`src/rtl/adc_pkg.sv`:
```
// adc_pkg: shared constants, FSM state encodings and helpers for the ADC capture
// controller and its pace timer.
//   N_SAMPLES  - samples per burst (one full sample memory)
//   SAMPLE_W   - ADC sample width
//   ADDR_W     - sample-memory address / sample index width
//   PERIOD_W   - pacing period width
package adc_pkg;

    localparam int unsigned N_SAMPLES  = 1024;
    localparam int unsigned SAMPLE_W   = 12;
    localparam int unsigned ADDR_W     = 10;
    localparam int unsigned PERIOD_W   = 16;

    // Shortest possible START->START loop (START, WAIT, STORE, PACE).
    localparam int unsigned MIN_PERIOD = 4;

    typedef logic [2:0] state_t;

    localparam state_t StIdle  = 3'd0;
    localparam state_t StStart = 3'd1;
    localparam state_t StWait  = 3'd2;
    localparam state_t StStore = 3'd3;
    localparam state_t StPace  = 3'd4;

    // Periods shorter than the minimum loop collapse to back-to-back operation.
    function automatic logic [PERIOD_W-1:0] clamp_period(input logic [PERIOD_W-1:0] p);
        return (p < PERIOD_W'(MIN_PERIOD)) ? PERIOD_W'(MIN_PERIOD) : p;
    endfunction

endpackage

```
`src/rtl/pace_timer.sv`:
```
// pace_timer: down-counter that paces successive reads.
//   clk_i      - clock
//   rst_ni     - asynchronous active-low reset (count cleared)
//   load_i     - load load_val_i into the counter this cycle
//   load_val_i - value to load
//   expire_o   - one-cycle pulse in the last cycle of the period (count == 1)
//   done_o     - level: period has elapsed (count <= 1); stays high until reloaded
module pace_timer
    import adc_pkg::*;
(
    input  logic                clk_i,
    input  logic                rst_ni,
    input  logic                load_i,
    input  logic [PERIOD_W-1:0] load_val_i,
    output logic                expire_o,
    output logic                done_o
);

    logic [PERIOD_W-1:0] cnt_q, cnt_d;

    always_comb begin
        cnt_d = cnt_q;
        if (load_i) begin
            cnt_d = load_val_i;
        end else if (cnt_q != '0) begin
            cnt_d = cnt_q - PERIOD_W'(1);
        end
    end

    always_ff @(posedge clk_i or negedge rst_ni) begin
        if (!rst_ni) begin
            cnt_q <= '0;
        end else begin
            cnt_q <= cnt_d;
        end
    end

    assign expire_o = (cnt_q == PERIOD_W'(1));
    assign done_o   = (cnt_q <= PERIOD_W'(1));

endmodule

```
`src/rtl/adc_capture_ctrl.sv`:
```
// adc_capture_ctrl: paces an SPI ADC read engine through a burst of up to
// N_SAMPLES reads and writes each sample into a sample memory.
//   clk_i    - clock                      rst_ni  - async active-low reset
//   start_i  - begin a burst (IDLE only)  abort_i - stop after the read in flight
//   period_i - strr_o to strr_o interval, sampled at burst start
//   eor_i    - end-of-read pulse          rdata_i - sample, valid with eor_i
//   strr_o   - start-of-read pulse        we_o    - sample-memory write enable
//   addr_o   - write address (index)      wdata_o - write data
//   busy_o   - not IDLE                   end_o   - IDLE
//   ovr_o    - sticky: a period elapsed before the previous read finished
module adc_capture_ctrl
    import adc_pkg::*;
(
    input  logic                clk_i,
    input  logic                rst_ni,
    input  logic                start_i,
    input  logic                abort_i,
    input  logic [PERIOD_W-1:0] period_i,
    input  logic                eor_i,
    input  logic [SAMPLE_W-1:0] rdata_i,
    output logic                strr_o,
    output logic                we_o,
    output logic [ADDR_W-1:0]   addr_o,
    output logic [SAMPLE_W-1:0] wdata_o,
    output logic                busy_o,
    output logic                end_o,
    output logic                ovr_o
);

    state_t              state_q, state_d;
    logic [ADDR_W-1:0]   idx_q, idx_d;
    logic [SAMPLE_W-1:0] wdata_q, wdata_d;
    logic [PERIOD_W-1:0] period_q, period_d;
    logic                abort_q, abort_d;
    logic                ovr_q, ovr_d;

    logic timer_load, timer_expire, timer_done;

    // Reloading in START makes the period run from one strr_o to the next;
    // loading period-1 lands done_o on the cycle before the next START.
    assign timer_load = (state_q == StStart);

    pace_timer u_pace_timer (
        .clk_i      (clk_i),
        .rst_ni     (rst_ni),
        .load_i     (timer_load),
        .load_val_i (period_q - PERIOD_W'(1)),
        .expire_o   (timer_expire),
        .done_o     (timer_done)
    );

    always_comb begin
        state_d  = state_q;
        idx_d    = idx_q;
        wdata_d  = wdata_q;
        period_d = period_q;
        abort_d  = abort_q;
        ovr_d    = ovr_q;

        if ((state_q != StIdle) && abort_i) begin
            abort_d = 1'b1;
        end

        if (timer_expire && ((state_q == StWait) || (state_q == StStore))) begin
            ovr_d = 1'b1;
        end

        case (state_q)
            StIdle: begin
                if (start_i) begin
                    period_d = clamp_period(period_i);
                    idx_d    = '0;
                    ovr_d    = 1'b0;
                    // start+abort together captures exactly one sample
                    abort_d  = abort_i;
                    state_d  = StStart;
                end
            end
            StStart: begin
                state_d = StWait;
            end
            StWait: begin
                if (eor_i) begin
                    wdata_d = rdata_i;
                    state_d = StStore;
                end
            end
            StStore: begin
                if ((idx_q == ADDR_W'(N_SAMPLES - 1)) || abort_q || abort_i) begin
                    abort_d = 1'b0;
                    state_d = StIdle;
                end else begin
                    idx_d   = idx_q + ADDR_W'(1);
                    state_d = StPace;
                end
            end
            StPace: begin
                // done_o is a level, so an overrun period exits PACE immediately
                if (timer_done) begin
                    state_d = StStart;
                end
            end
            default: begin
                state_d = StIdle;
            end
        endcase
    end

    always_ff @(posedge clk_i or negedge rst_ni) begin
        if (!rst_ni) begin
            state_q  <= StIdle;
            idx_q    <= '0;
            wdata_q  <= '0;
            period_q <= '0;
            abort_q  <= 1'b0;
            ovr_q    <= 1'b0;
        end else begin
            state_q  <= state_d;
            idx_q    <= idx_d;
            wdata_q  <= wdata_d;
            period_q <= period_d;
            abort_q  <= abort_d;
            ovr_q    <= ovr_d;
        end
    end

    assign strr_o  = (state_q == StStart);
    assign we_o    = (state_q == StStore);
    assign busy_o  = (state_q != StIdle);
    assign end_o   = (state_q == StIdle);
    assign addr_o  = idx_q;
    assign wdata_o = wdata_q;
    assign ovr_o   = ovr_q;

endmodule

```
`config.mk`:
```
export PLATFORM = sky130hd
export DESIGN_NAME = adc_capture_ctrl
export DESIGN_NICKNAME = d
export VERILOG_FILES = /design/src/rtl/adc_pkg.sv /design/src/rtl/pace_timer.sv /design/src/rtl/adc_capture_ctrl.sv
export SDC_FILE = /design/constraint.sdc
export NUM_CORES = 1
export LEC_CHECK = 0
export ABC_AREA = 1
export ABC_CLOCK_PERIOD_IN_PS = 4330
export BUFFER_PORTS_ARGS = -buffer_cell sky130_fd_sc_hd__buf_2
export CAP_MARGIN = 20
export CORE_MARGIN = 2
export CORE_UTILIZATION = 61
export DETAILED_ROUTE_END_ITERATION = 6
export GPL_ROUTABILITY_DRIVEN = 1
export PLACE_DENSITY = 0.95
export SLEW_MARGIN = 40
export SYNTH_ARGS = -nofsm -noshare
export SYNTH_HDL_FRONTEND = slang
export SYNTH_SLANG_ARGS = --single-unit
```
`constraint.sdc`:
```
create_clock -name clk_i -period 4.33 [get_ports clk_i]
set_input_delay 0.2165 -clock clk_i [delete_from_list [all_inputs] [get_ports clk_i]]
set_output_delay 0.2165 -clock clk_i [all_outputs]
set_load 0.01 [all_outputs]
```
==> metrics, run 1 <==
LEAKAGE 2.20 nW; Ports 60; CTS tree yes; area grow syn2layout 15.4%; CTS Hold Bufs 0; power density over cell area 684 mW/mm^2; hold path startpoint period_i[13]; share of the clock period used by the worst path 39.0%; commonest non-fill, non-tap cell in the layout nand2_1; crit path max fanout 20; Core Box Area 0.00585 sq mm; outcome finished clean; IO buf count 59; post-CTS setup buffers 0; Cells after Synth 481; Placed Instance Area 0.00397 sq mm; Synth cell types 39; TritonCTS Sinks 59; final max-slew violation count 0; worst vdd ir 0.000315 V; clk root buf clkbuf_8; sequential area share after synthesis 40.5%; CP max stage delay 470 ps; Syn Nets slightly above 500; vias per cell 5.34; data arrival time of the worst path 1470 ps; relative slew slack between 60 and 70%; Comb power frac around 46%; Final GP Congestion 0.863; Final Instance Area 0.00421 sq mm; Reg power frac 34.1%; dpl cells 610; non-filler instance count after layout 627; ys flop type dfrtp_1; Cell Chain, Critical Path nor3_2 -> buf_4 -> buf_2; Final min period 1690 ps; layout cell share with drive strength beyond 1 about 23%; initial antenna violation count 0; asr flop ratio synth 100%; cell-internal power 0.00163 W; die height 81.3 um; number of synthesized flops with an enable pin 0; PostCTS Resize Cnt 0; largest net degree at the start of global routing 60; R2R Path Start u_pace_timer.cnt_q[0]; DR WL/cell 13.3 um; total power 0.00288 W; CP Launch Type register; final hold vios 0; die width about 81 um; post-synthesis register bit count 59; fill count 400; CP Data Required Time just over 4000 ps; ANT cells 0; Critical Path Source state_q[1]; cts bufs inserted 9; DR pass1 iterations 5; std cell rows 28; global-route wire length before repair 13.7 mm; commonest non-fill, non-tap cells in the layout 139 x nand2_1, 72 x nor2_1, 59 x dfrtp_1, 59 x buf_2, 50 x inv_1; CP Capture Type output pin; WL final 8.37 mm; Clock Power Share 20.0%; Crit Path Class register to output pin; grt total ovfl 0; Worst Max-Slew Pin Slew 539 ps; die area between 0.006 and 0.007 sq mm; Initial Util approximately 62%; Final HPWL DP 5.95 mm; Psw 0.00125 W; Iteration-0 DRC Markers 289; fmax 592 MHz; Top delay family on crit path flip-flops; Setup violations, final 0; number of global-route vias before repair 3022; slowest CP cell dfrtp_1; HP Class input port to register; clk_lat worst skew around 340 ps; fin util 72.0%; drc violations 0; RSZ-0062 raised after global routing no; antenna-violating nets left 0; NumNets Final 585; Total GRT Usage 26.9%; Post-Syn Area 0.00365 sq mm; Setup Skew 7.76 ps; MaxCap Viol Count 0; TNS Setup 0 ps; Syn Area/Cell 7.59 sq um; CTS H-tree lvls 3; Buf/Inv on CP 2; YS warnings 0; Reg clk slew, reported paths about 70 ps; clock buffer depth 2; Switching Share 43.4%; number of vias in the routed layout 3350
==> worst paths after layout <==
| path | end | slack [ps] | cells past startpoint |
|---|---|---|---|
| worst max-delay path | strr_o | 2640 | 3 |
| min in group asynchronous | period_q[1] | 460 | 3 |
| worst max register to register | u_pace_timer.cnt_q[12] | 2670 | 8 |
| max in group asynchronous | wdata_o[10] | 3460 | 3 |
| worst min-delay path | period_q[13] | 100 | 3 |
| worst min register to register | wdata_o[5] | 510 | 1 |
==> cell usage after synthesis, types with 3 or more instances <==
cell type	count	area share [%]
ha_1	5	1.7
buf_6	5	1.5
nand2_2	3	0.51
nor2_2	5	0.86
o21ai_1	5	0.69
nand2_1	139	14
mux2_4	10	4.1
or2_2	3	0.51
xor2_1	5	1.2
nand3_1	45	6.2
nor2_4	5	1.5
inv_1	50	5.1
a21oi_1	11	1.5
inv_2	5	0.51
o21ai_0	23	3.2
nand3_2	3	0.82
dfrtp_1	59	40
nor2_1	72	7.4
==> cell type report <==
| class | count | area (sq um) | area share [%] |
|---|---|---|---|
| multi-input combinational | 357 | 1860 | 44.2 |
| sequential | 59 | 1480 | 35.1 |
| timing repair buffer | 62 | 324 | 7.70 |
| inverter | 58 | 228 | 5.41 |
| clock buffer | 12 | 155 | 3.68 |
| tap | 75 | 93.8 | 2.23 |
| clock inverter | 4 | 72.6 | 1.72 |
==> worst min-delay path, delay by kind of cell <==
family          cells  cell delay (ps)
simple gates        1               40
compound gates      1               60
buf+inv             1               90
==> power groups by stage <==
stage          Combinational [W]  Sequential [W]  Clock (W)
2_1_floorplan            0.00101        0.000973          0
3_3_place_gp             0.00125        0.000965          0
3_5_place_dp             0.00130        0.000983          0
4_1_cts                  0.00132        0.000976   0.000581
5_1_grt                  0.00149         0.00101   0.000603
6_report                 0.00132        0.000982   0.000577
==> state kept, by name (all words and copies together), names as in the netlist <==
register and cells:
abort_q 1, addr_o 10, ovr_o 1, period_q 16, state_q 3, u_pace_timer.cnt_q 16
wdata_o 12
==> metrics by stage <==
step / worst slack, ps / hold WS [ps]
finish: 2640 / 101
global route: 2520 / 104
CTS: 2640 / 51.8
detailed placement: 2690 / 409
global placement: 2750 / 403
floorplan: 2860 / -79.1
==> kinds of logic after synthesis <==
group                      count (synthesis)  synth area share (%)
AOI/OAI and AO/OA                         46                  6.86
xor gates and xnor gates                   6                  1.44
adders and majority gates                  5                  1.71
buffers and inverters                     65                  8.54
DFF                                       59                  40.5
muxes                                     12                  4.73
and+or+nand+nor                          288                  36.2
==> routing by layer <==
metal	vias to the layer above	GRT usage [%]	part of all wire, %
li1	1651	-	-
met4	0	11.5	2.8
met1	1554	37.0	43
met2	122	41.5	48
met5	-	0	0
met3	23	5.33	5.8
Power figures use the tool's default switching activity.
==> run 2: changes to the inputs <==
- ABC_CLOCK_PERIOD_IN_PS: 4330 -> 1500
- CORE_UTILIZATION: 61 -> 51
- PLACE_DENSITY: 0.95 -> 0.86
- clock period: 4.33 -> 1.5 ns (I/O delays scaled with it)
==> metrics, run 2 (synthesized netlist as in run 1, its figures left out) <==
CTS tree yes (unchanged); clk root buf clkbuf_8 (unchanged); RSZ-0062 raised after global routing yes (was no); clock buffer depth 2 (unchanged); largest net degree at the start of global routing 44 (was 60); NumNets Final 643 (was 585); cell-internal power 0.00525 W (was 0.00163 W); Cell Chain, Critical Path inv_2 -> nand2_4 -> nor2_4 -> inv_6 -> nor2_8 -> clkbuf_16 -> nand2_1 -> o21ai_0 (was nor3_2 -> buf_4 -> buf_2); layout cell share with drive strength beyond 1 29.7% (was 22.6%); die area 0.00785 sq mm (was 0.00662 sq mm); DR WL/cell 15.6 um (was 13.3 um); clk_lat worst skew 340 ps (about the same); Psw 0.00422 W (was 0.00125 W); HP Class input port to register (unchanged); global-route wire length before repair 15.2 mm (was 13.7 mm); CP max stage delay 420 ps (was 470 ps); Comb power frac 51.9% (was 45.9%); final max-slew violation count 0 (unchanged); LEAKAGE 2.47 nW (was 2.20 nW); cts bufs inserted 9 (unchanged); Final min period 1570 ps; die width 88.6 um (was 81.3 um); Worst Max-Slew Pin Slew 467 ps (was 539 ps); failing checks setup timing; std cell rows 30 (was 28); crit path max fanout 13 (was 20); area grow syn2layout 35.3% (was 15.4%); Setup violations, final 19 (was 0); Setup Skew 8.83 ps (was 7.76 ps); fin worst setup slack -72.5 ps (was 2640 ps); final hold vios 0 (unchanged); Core Box Area 0.00687 sq mm (was 0.00585 sq mm); MaxCap Viol Count 0 (unchanged); share of the clock period used by the worst path 105%; number of global-route vias before repair 3422 (was 3022); data arrival time of the worst path 1820 ps (was 1470 ps); Initial Util 53.1% (was 62.4%); Iteration-0 DRC Markers 392 (was 289); non-filler instance count after layout 706 (was 627); IO buf count 59 (unchanged); worst vdd ir 0.00116 V (was 0.000315 V); CP Launch Type register (unchanged); commonest non-fill, non-tap cell in the layout nand2_1 (unchanged); dpl cells 642 (was 610); TritonCTS Sinks 59 (unchanged); WHS 32.3 ps (was 101 ps); slowest CP cell dfrtp_1 (unchanged); DR pass1 iterations 6 (was 5); CTS H-tree lvls 3 (unchanged); WL final 11.0 mm (was 8.37 mm); Final HPWL DP 6.23 mm (was 5.95 mm); Reg power frac 30.1% (was 34.1%); Clock Power Share 18.0% (was 20.0%); antenna-violating nets left 0 (unchanged); Ports 60 (unchanged); fmax 636 MHz; Crit Path Class register to register (was register to output pin); CP Capture Type register (was output pin); vias per cell 5.55 (was 5.34); Reg clk slew, reported paths 70 ps (about the same); Total GRT Usage 24.9% (was 26.9%); die height 88.6 um (was 81.3 um); drc violations 0 (unchanged); Final GP Congestion 0.904 (was 0.863); initial antenna violation count 0 (unchanged); Switching Share 44.6% (was 43.4%); relative slew slack 68.9% (was 64.0%); ANT cells 0 (unchanged); number of vias in the routed layout 3915 (was 3350); commonest non-fill, non-tap cells in the layout 134 x nand2_1, 66 x nor2_1, 59 x buf_2 (was 139 x nand2_1, 72 x nor2_1, 59 x dfrtp_1, 59 x buf_2, 50 x inv_1); Placement Setup Slack -30.4 ps (was 2690 ps); outcome complete, but fails checks (was finished clean); grt total ovfl 0 (unchanged); power density over cell area 1920 mW/mm^2 (was 684 mW/mm^2); CP Data Required Time 1750 ps (was 4110 ps)
==> run 2: timing repair <==
item | in CTS | in global routing
hold endpoints to repair | 44 | 0
cloned | 0 | 3
pin swaps | 3 | 13
resized for setup | 7 | 38
setup endpoints to repair | 4 | 25
buffers inserted | 2 | 14
hold buffers | 29 | 0
==> run 2: area by class of cell <==
class                           count  area [sq um]
Clock inverter                      4          72.6
Multi-Input combinational cell    359          2010
Inverter                           58           235
Tap cell                           96           120
Timing Repair Buffer              118           865
Fill cell                         445          1930
Sequential cell                    59          1480
Clock buffer                       12           155
==> run 2: stage by stage <==
| stage | utilization, % | power (W) | setup TNS (ps) | instance area [sq um] |
|---|---|---|---|---|
| after floorplan | - | 0.00572 | 0 | 3650 |
| after global placement | 59.7 | 0.00653 | 0 | 4100 |
| after detailed placement | 59.7 | 0.00672 | -30.4 | 4100 |
| after CTS | 67.7 | 0.00856 | -2.51 | 4650 |
| after global routing | 71.9 | 0.0100 | -2400 | 4940 |
| final | 71.9 | 0.00948 | -334 | 4940 |
==> run 2: routing by layer <==
layer / up-vias / GRT usage (%) / wire, um / part of all wire (%)
met5: - / 0 / 0 / 0
met4: 0 / 9.23 / 438 / 4.0
met3: 50 / 3.17 / 783 / 7.1
met2: 241 / 44.5 / 5590 / 51
met1: 1842 / 30.6 / 4190 / 38
li1: 1782 / - / - / -
==> run 2: worst max-delay path: cells and delay by family (launching register included) <==
family                 cells  cell delay (ps)
buffers and inverters      3              410
AND/OR/NAND/NOR            4              560
flip-flops                 1              420
AO/OA/AOI/OAI              1               90
==> run 2: path summary, 6_finish.rpt <==
path / end / start / cells after the start / slack (ps)
max: period_q[11] / state_q[0] / 8 / -70
min: period_q[2] / period_i[2] / 3 / 30
max reg2reg: period_q[11] / state_q[0] / 8 / -70
min reg2reg: wdata_o[0] / wdata_o[0] / 1 / 510
max in group asynchronous: state_q[1] / rst_ni / 3 / 670
min in group asynchronous: period_q[12] / rst_ni / 2 / 210
==> run 2: power groups by stage <==
| stage | combinational, W | sequential (W) | clock (W) |
|---|---|---|---|
| CTS | 0.00409 | 0.00279 | 0.00168 |
| finish | 0.00492 | 0.00286 | 0.00170 |
| floorplan | 0.00291 | 0.00281 | 0 |
| global placement | 0.00377 | 0.00275 | 0 |
| global route | 0.00534 | 0.00292 | 0.00177 |
| detailed placement | 0.00392 | 0.00280 | 0 |
==> run 3: changes to the inputs <==
==> constraint.sdc (replaced) <==
create_clock -name clk_i -period 1.5 [get_ports clk_i]
set_input_delay 0.15 -clock clk_i [delete_from_list [all_inputs] [get_ports clk_i]]
set_output_delay 0.15 -clock clk_i [all_outputs]
set_load 0.01 [all_outputs]
==> metrics, run 3 (synthesized netlist as in run 1, its figures left out) <==
share of the clock period used by the worst path 105% (about the same); Core Box Area 0.00687 sq mm (unchanged); fin worst setup slack -67.9 ps (was -72.5 ps); HP Class input port to register (unchanged); die height 88.6 um (unchanged); std cell rows 30 (unchanged); outcome complete, but fails checks (unchanged); Reg clk slew, reported paths 70 ps (about the same); IO buf count 59 (unchanged); layout cell share with drive strength beyond 1 30.2% (was 29.7%); Total GRT Usage 23.6% (was 24.9%); MaxCap Viol Count 0 (unchanged); DR WL/cell 14.5 um (was 15.6 um); die width 88.6 um (unchanged); antenna-violating nets left 0 (unchanged); CTS H-tree lvls 3 (unchanged); initial antenna violation count 0 (unchanged); CP Capture Type register (unchanged); clk root buf clkbuf_8 (unchanged); CP Launch Type register (unchanged); Setup violations, final 1 (was 19); DR pass1 iterations 6 (unchanged); Placement Setup Slack -30.4 ps (unchanged); crit path max fanout 4 (was 13); RSZ-0062 raised after global routing yes (unchanged); vias per cell 5.42 (was 5.55); number of global-route vias before repair 3238 (was 3422); Final HPWL DP 6.23 mm (unchanged); LEAKAGE 2.33 nW (was 2.47 nW); NumNets Final 610 (was 643); Iteration-0 DRC Markers 352 (was 392); CP Data Required Time 1730 ps (was 1750 ps); commonest non-fill, non-tap cells in the layout 131 x nand2_1, 68 x nor2_1, 59 x dfrtp_1, 59 x buf_2, 46 x inv_1 (was 134 x nand2_1, 66 x nor2_1, 59 x buf_2); Initial Util 53.1% (unchanged); WHS 17.3 ps (was 32.3 ps); CTS tree yes (unchanged); clk_lat worst skew 360 ps (was 340 ps); number of vias in the routed layout 3648 (was 3915); grt total ovfl 0 (unchanged); ANT cells 0 (unchanged); Final min period 1570 ps (about the same); Worst Max-Slew Pin Slew 437 ps (was 467 ps); commonest non-fill, non-tap cell in the layout nand2_1 (unchanged); worst vdd ir 0.00123 V (was 0.00116 V); area grow syn2layout 25.3% (was 35.3%); final hold vios 0 (unchanged); Final GP Congestion 0.904 (unchanged); Crit Path Class register to register (unchanged); final max-slew violation count 0 (unchanged); dpl cells 642 (unchanged); fin util 66.5% (was 71.9%); non-filler instance count after layout 673 (was 706); drc violations 0 (unchanged); data arrival time of the worst path 1800 ps (was 1820 ps); fmax 638 MHz (was 636 MHz); power density over cell area 2010 mW/mm^2 (was 1920 mW/mm^2); die area 0.00785 sq mm (unchanged); largest net degree at the start of global routing 44 (unchanged); fill count 499 (was 445); TritonCTS Sinks 59 (unchanged); Ports 60 (unchanged); global-route wire length before repair 14.3 mm (was 15.2 mm); failing checks setup timing (unchanged); clock buffer depth 2 (unchanged); relative slew slack 70.8% (was 68.9%); cts bufs inserted 9 (unchanged); Setup Skew 13.9 ps (was 8.83 ps); WL final 9.78 mm (was 11.0 mm)
==> run 3: cell count changes in the layout (fill, tap and decap cells not counted), sizes merged <==
cell	before	now
nand3	51	50
inv	57	58
clkinv	2	1
buf	88	85
dlygate4sd3	29	1
clkbuf	13	12
==> run 3: layer usage <==
metal,vias up,wire length (um),global-route usage (%)
met1,1688,3850,29.7
li1,1702,-,-
met3,46,690,4.29
met4,0,367,9.23
met2,212,4870,40.2
met5,-,0,0
==> run 3: worst paths after layout <==
check                      cells past startpoint                   from               endpoint  slack (ps)
max                                            8  u_pace_timer.cnt_q[2]  u_pace_timer.cnt_q[5]         -70
min                                            3            period_i[9]            period_q[9]          20
max reg2reg                                    8  u_pace_timer.cnt_q[2]  u_pace_timer.cnt_q[5]         -70
min reg2reg                                    1             wdata_o[0]             wdata_o[0]         510
max in group asynchronous                      3                 rst_ni             wdata_o[2]         650
min in group asynchronous                      2                 rst_ni           period_q[12]         270
==> run 3: cell type report <==
type | count | area [sq um] | area share [%]
Tap cell | 96 | 120 | 2.63
Clock inverter | 4 | 72.6 | 1.59
Clock buffer | 12 | 155 | 3.39
Sequential cell | 59 | 1480 | 32.3
Timing Repair Buffer | 86 | 529 | 11.6
Inverter | 58 | 228 | 4.98
Multi-Input combinational cell | 358 | 1990 | 43.5
==> run 3: through the flow <==
step | setup TNS [ps] | cell area [sq um] | power, W
6_report | -67.9 | 4570 | 0.00919
5_1_grt | -1730 | 4570 | 0.00978
2_1_floorplan | 0 | 3650 | 0.00572
4_1_cts | -3.30 | 4380 | 0.00853
3_3_place_gp | 0 | 4100 | 0.00653
3_5_place_dp | -30.4 | 4100 | 0.00672
==> run 3: power breakdown <==
part,leakage (nW),internal [W],switching (W)
registers,0.726,0.00226,0.000561
logic,1.50,0.00181,0.00285
clock network,0.113,0.00102,0.000672
total,2.33,0.00510,0.00409
==> run 3: repair_timing <==
item | in CTS | in global routing
cloned | 0 | 1
resized for setup | 8 | 25
hold endpoints to repair | 16 | 0
endpoints found under the setup margin | 6 | 25
hold buffers | 1 | 0
setup buffers | 3 | 10
pin swaps | 4 | 10
==> run 3: critical path, cell delays in order, from the launching register on <==
cell and delay, ps:
dfrtp_1 440, inv_1 130, nand2_1 90, nor2_1 220, nand2_1 130, nand2_1 140
inv_1 80, o21ai_0 140, a21oi_1 80
